## config.mk

```make
export PLATFORM = sky130hd
export DESIGN_NAME = mem_port_scheduler
export DESIGN_NICKNAME = d
export VERILOG_FILES = /design/src/rtl/mem_port_scheduler.sv
export SDC_FILE = /design/constraint.sdc
export NUM_CORES = 1
export LEC_CHECK = 0
export ABC_AREA = 1
export CAP_MARGIN = 20
export CORE_MARGIN = 2
export CORE_UTILIZATION = 38
export DETAILED_ROUTE_END_ITERATION = 8
export PLACE_DENSITY = 0.83
export SKIP_LAST_GASP = 1
export SYNTH_ARGS = -nofsm -noshare
export SYNTH_HDL_FRONTEND = slang
export SYNTH_SLANG_ARGS = --single-unit
```

## constraint.sdc

```tcl
create_clock -name clk -period 2.3 [get_ports clk]
set_input_delay 0.46 -clock clk [delete_from_list [all_inputs] [get_ports clk]]
set_output_delay 0.46 -clock clk [all_outputs]
set_load 0.02 [all_outputs]
```

## src/rtl/mem_port_scheduler.sv

```systemverilog
// Arbitrates the single data-RAM port between a scalar requester and a VLEN-word
// vector burst requester; round-robin on ties, synchronous-read RAM with 1-cycle latency.
module mem_port_scheduler #(
  parameter int ADDR_W = 19,
  parameter int DATA_W = 32,
  parameter int VLEN   = 18,
  parameter int IDX_W  = 5
) (
  input  logic              clk,
  input  logic              rst,
  input  logic              s_req,
  input  logic              s_we,
  input  logic [ADDR_W-1:0] s_addr,
  input  logic [DATA_W-1:0] s_wdata,
  output logic              s_ack,
  output logic [DATA_W-1:0] s_rdata,
  input  logic              v_req,
  input  logic              v_we,
  input  logic [ADDR_W-1:0] v_base,
  input  logic [DATA_W-1:0] v_wdata,
  output logic [IDX_W-1:0]  v_idx,
  output logic              v_rvalid,
  output logic [IDX_W-1:0]  v_ridx,
  output logic [DATA_W-1:0] v_rdata,
  output logic              v_done,
  output logic [ADDR_W-1:0] mem_addr,
  output logic              mem_re,
  output logic              mem_we,
  output logic [DATA_W-1:0] mem_wdata,
  input  logic [DATA_W-1:0] mem_rdata,
  output logic              busy
);

  typedef enum logic [1:0] {IDLE, S_ISSUE, V_ISSUE, DRAIN} state_t;
  typedef enum logic {GRANT_SCAL, GRANT_VEC} grant_t;

  localparam logic [IDX_W-1:0] LAST_IDX = IDX_W'(VLEN - 1);

  state_t              state;
  grant_t              last_grant;
  logic                op_we;
  logic [DATA_W-1:0]   s_wdata_q;
  logic                pick_vec;
  logic                pick_we;

  // Vector wins a tie only when the scalar side was granted last.
  assign pick_vec = v_req && (!s_req || (last_grant == GRANT_SCAL));
  assign pick_we  = pick_vec ? v_we : s_we;

  // Read data is the RAM output passed straight through; it lands in the cycle
  // the registered s_ack / v_rvalid are high.
  assign s_rdata   = mem_rdata;
  assign v_rdata   = mem_rdata;
  assign mem_wdata = (state == V_ISSUE) ? v_wdata : s_wdata_q;
  assign busy      = (state != IDLE);

  // NOTE: all state here uses non-blocking assignments so every register samples
  // pre-edge values; blocking assignments would make update order matter.
  always_ff @(posedge clk) begin
    if (rst) begin
      state      <= IDLE;
      last_grant <= GRANT_VEC;
      op_we      <= 1'b0;
      s_wdata_q  <= '0;
      mem_addr   <= '0;
      mem_re     <= 1'b0;
      mem_we     <= 1'b0;
      s_ack      <= 1'b0;
      v_done     <= 1'b0;
      v_rvalid   <= 1'b0;
      v_idx      <= '0;
      v_ridx     <= '0;
    end else begin
      s_ack    <= 1'b0;
      v_done   <= 1'b0;
      v_rvalid <= 1'b0;
      case (state)
        IDLE: begin
          if (s_req || v_req) begin
            last_grant <= pick_vec ? GRANT_VEC : GRANT_SCAL;
            op_we      <= pick_we;
            s_wdata_q  <= s_wdata;
            mem_addr   <= pick_vec ? v_base : s_addr;
            mem_re     <= !pick_we;
            mem_we     <= pick_we;
            v_idx      <= '0;
            state      <= pick_vec ? V_ISSUE : S_ISSUE;
          end
        end
        S_ISSUE: begin
          mem_re <= 1'b0;
          mem_we <= 1'b0;
          s_ack  <= 1'b1;
          state  <= DRAIN;
        end
        V_ISSUE: begin
          // Data for the element issued this cycle returns next cycle.
          v_rvalid <= !op_we;
          v_ridx   <= v_idx;
          if (v_idx == LAST_IDX) begin
            mem_re <= 1'b0;
            mem_we <= 1'b0;
            v_done <= 1'b1;
            state  <= DRAIN;
          end else begin
            v_idx    <= v_idx + 1'b1;
            mem_addr <= mem_addr + 1'b1;
          end
        end
        DRAIN: state <= IDLE;
        default: state <= IDLE;
      endcase
    end
  end

endmodule

```

==> qor.csv <==
stage,metric,value,unit
worst_setup_path,rr_worst_depth,10,
clocking,max-clock-path-buffers,2,
power,leakage,2.77,nW
synth,synth_area_leaders,"dfxtp_1 32%, nand2_1 16%, nor2_1 13%",
clocking,path_clk_slew,60,ps
timing,hold_violations,0,
placed_design,dp_cells,937,
clocking,cts.sinks,70,
final_layout,final_cells,953,
synth,syn_inst,702,
grt,antenna_found_initial,0,
drt,drt-total-wl,12600,µm
synth,synth_top_family_by_area,simple AND/OR/NAND/NOR gates,
floorplanning,dieArea,12300,µm²
clocking,postCtsSetupRepairBufs,0,
worst_setup_path,cp_max_fo,23,
synth,synth_area_leader_cell,dfxtp_1,
min_path,hold_depth,1,
clocking,numCtsBuffers,9,
timing,fmax,401,MHz
worst_setup_path,cp.depth,7,
synth,synth_mux_area_frac,0,
clocking,clockRootBuffer,clkbuf_16,
floorplanning,fp.dieW,111,µm
worst_setup_path,start_kind,register,
synth,syn_avg_cell_area,6.18,µm²
grt,grt_max_degree,37,
placed_design,portBuffers,174,
worst_setup_path,cp.required,1840,ps
clocking,cts_tree,yes,
timing,slew_violations,0,
drt,ant_nets,0,
timing,period_share,1.08,
floorplanning,num_rows,39,
final_layout,diodes,0,
worst_setup_path,crit_path_frequent_cell,nand2_1,
final_layout,area_delta_synth_final,40.0,%
power,ir_drop,0.637,mV
synth,syn_nets,850,
timing,finalSetupTns,-194,ps
placed_design,gp_congestion,0.861,
worst_setup_path,cp_top_family,buffers and inverters,
grt,grt_pass1_vias,4358,
synth,netlist_area,4340,µm²
clocking,clock_latency,320,ps
final_layout,fillers,1118,
drt,drc_errors,0,
drt,drtPass1Iterations,4,
outcome,status,"complete, but fails checks",
timing,clock_skew,3.75,ps
min_path,hp-class,reg -> reg,
drt,wl_per_cell,13.2,µm
placed_design,place.detailed.hpwl,9570,µm
worst_setup_path,worstSetupPathType,reg -> out,
synth,yosys.area_share.simple,0.334,
final_layout,nets,953,
grt,grt_usage,0.202,
timing,rsz0062_at_grt,yes,
synth,ys_types,23,
floorplanning,start_util,0.385,
timing,worst_slack,-194,ps
synth,synth_fa_ha_area_frac,0.0231,
worst_setup_path,cpPeakStageDelay,600,ps
drt,dr.first_iter.drc_count,215,
drt,num_vias,4550,
timing,tightest_slew,371,ps
floorplanning,dieHeight,111,µm
worst_setup_path,crit_buf_inv,4,
clocking,h-tree-depth,3,
outcome,violations,setup timing,
synth,seq_area_frac_synth,0.323,
synth,synth_compound_gate_area_share,0.133,
synth,ys_ff_latch,70,
final_layout,drive_above_1_share,0.0531,
worst_setup_path,end_kind,output port,
grt,grt_pass1_wl,20500,µm
drt,via_per_inst,4.77,
floorplanning,core-area,11300,µm²
floorplanning,boundaryPins,271,
synth,synth-xor-area-share,0.00605,
synth,yosysWarnings,0,
worst_setup_path,worstPathCellList,"inv_1, ha_2, inv_2, buf_12, nand2_1, nand2_1, clkdlybuf4s50_1",
power,power_density,1240,nW/µm²
synth,synth_top_area_frac,0.323,
timing,setup-violations-final,1,
worst_setup_path,crit_slowest_cell,clkdlybuf4s50_1,
run,drv_cap,0,
timing,max_slew_margin,0.750,
grt,grt_overflow,0,
worst_setup_path,arrival,2030,ps
timing,post-route-min-period,2490,ps
[cell type report]
type	instances	area, µm²	area share
multi-input cells	495	2150	0.354
repair buffers	189	1870	0.307
flip-flops and latches	70	1400	0.231
clock buffers	11	243	0.0399
well taps	143	179	0.0294
inverters	40	150	0.0247
clock inverters	5	82.6	0.0136
[registers in the layout, summed over array words and instances (netlist names), 2 cells and up]
signal / cells
mem_addr: 19
s_wdata_q: 32
state: 2
v_idx: 5
v_ridx: 5
[cells in the mapped netlist, drive strengths merged]
cell type	n
nand4	3
nand3	22
nand3b	1
o21ai	81
dfxtp	70
ha	8
clkbuf	16
nor2	149
buf	81
nor3	4
xor2	3
inv	40
a21oi	29
nand2	191
o22ai	3
o31ai	1
[placed cells by master, fill, tap and decap left out, drive strengths merged, types with 2 or more instances in the layout]
cell type / netlist / final
nor3: 4 / 4
dlymetal6s2s: 0 / 5
nand4: 3 / 3
nand2: 191 / 191
buf: 81 / 15
bufinv: 0 / 2
clkinv: 0 / 3
inv: 40 / 40
dfxtp: 70 / 70
ha: 8 / 8
dlygate4sd2: 0 / 11
o21ai: 81 / 81
clkdlybuf4s15: 0 / 9
clkdlybuf4s50: 0 / 143
a21oi: 29 / 29
nor2: 149 / 149
nand3: 22 / 22
xor2: 3 / 3
clkbuf: 16 / 17
o22ai: 3 / 3
[final timing paths]
check | slack [ps] | from | endpoint
min reg2reg | 430 | op_we | v_rvalid
max reg2reg | 570 | state[0] | mem_addr[3]
max | -190 | state[0] | mem_wdata[10]
min | 430 | op_we | v_rvalid
[cell families after synthesis]
family	Yosys count
flip-flops	70
adder cells (fa/ha/maj)	8
AO/OA/AOI/OAI	114
AND/OR/NAND/NOR	370
buffers and inverters	137
XOR/XNOR	3
[worst register-to-register path, delay by kind of cell (launching register included)]
family / cells / cell delay, ps
DFF: 1 / 330
AOI/OAI and AO/OA: 1 / 140
and+or+nand+nor: 4 / 340
adders and majority gates: 1 / 240
buffers and inverters: 4 / 630
[power by group]
group	internal, W	switching [W]
sequential	0.00164	0.000345
combinational	0.00164	0.00242
clock	0.000981	0.000526
total	0.00427	0.00329
[metal layers]
metal | GRT usage | vias to the layer above | share of wire
li1 | - | 2347 | -
met1 | 0.216 | 1983 | 0.39
met2 | 0.362 | 187 | 0.50
met3 | 0.0640 | 33 | 0.084
met4 | 0.0925 | 0 | 0.026
met5 | 0 | - | 0
[metrics by stage]
stage | instance area [µm²] | utilization | hold slack, ps | worst slack, ps | total power (W)
detailed placement | 5780 | 0.512 | 436 | 112 | 0.00626
global route | 6080 | 0.539 | 453 | -295 | 0.00814
finish | 6080 | 0.539 | 432 | -194 | 0.00755
CTS | 6070 | 0.539 | 439 | -245 | 0.00763
global placement | 5780 | 0.512 | 414 | 112 | 0.00620
floorplan | 4340 | - | 396 | 412 | 0.00463
[repair_timing]
item	4_1_cts	5_1_grt
hold buffers	0	0
endpoints found under the setup margin	32	24
resized for setup	27	27
Power figures use the tool's default switching activity.
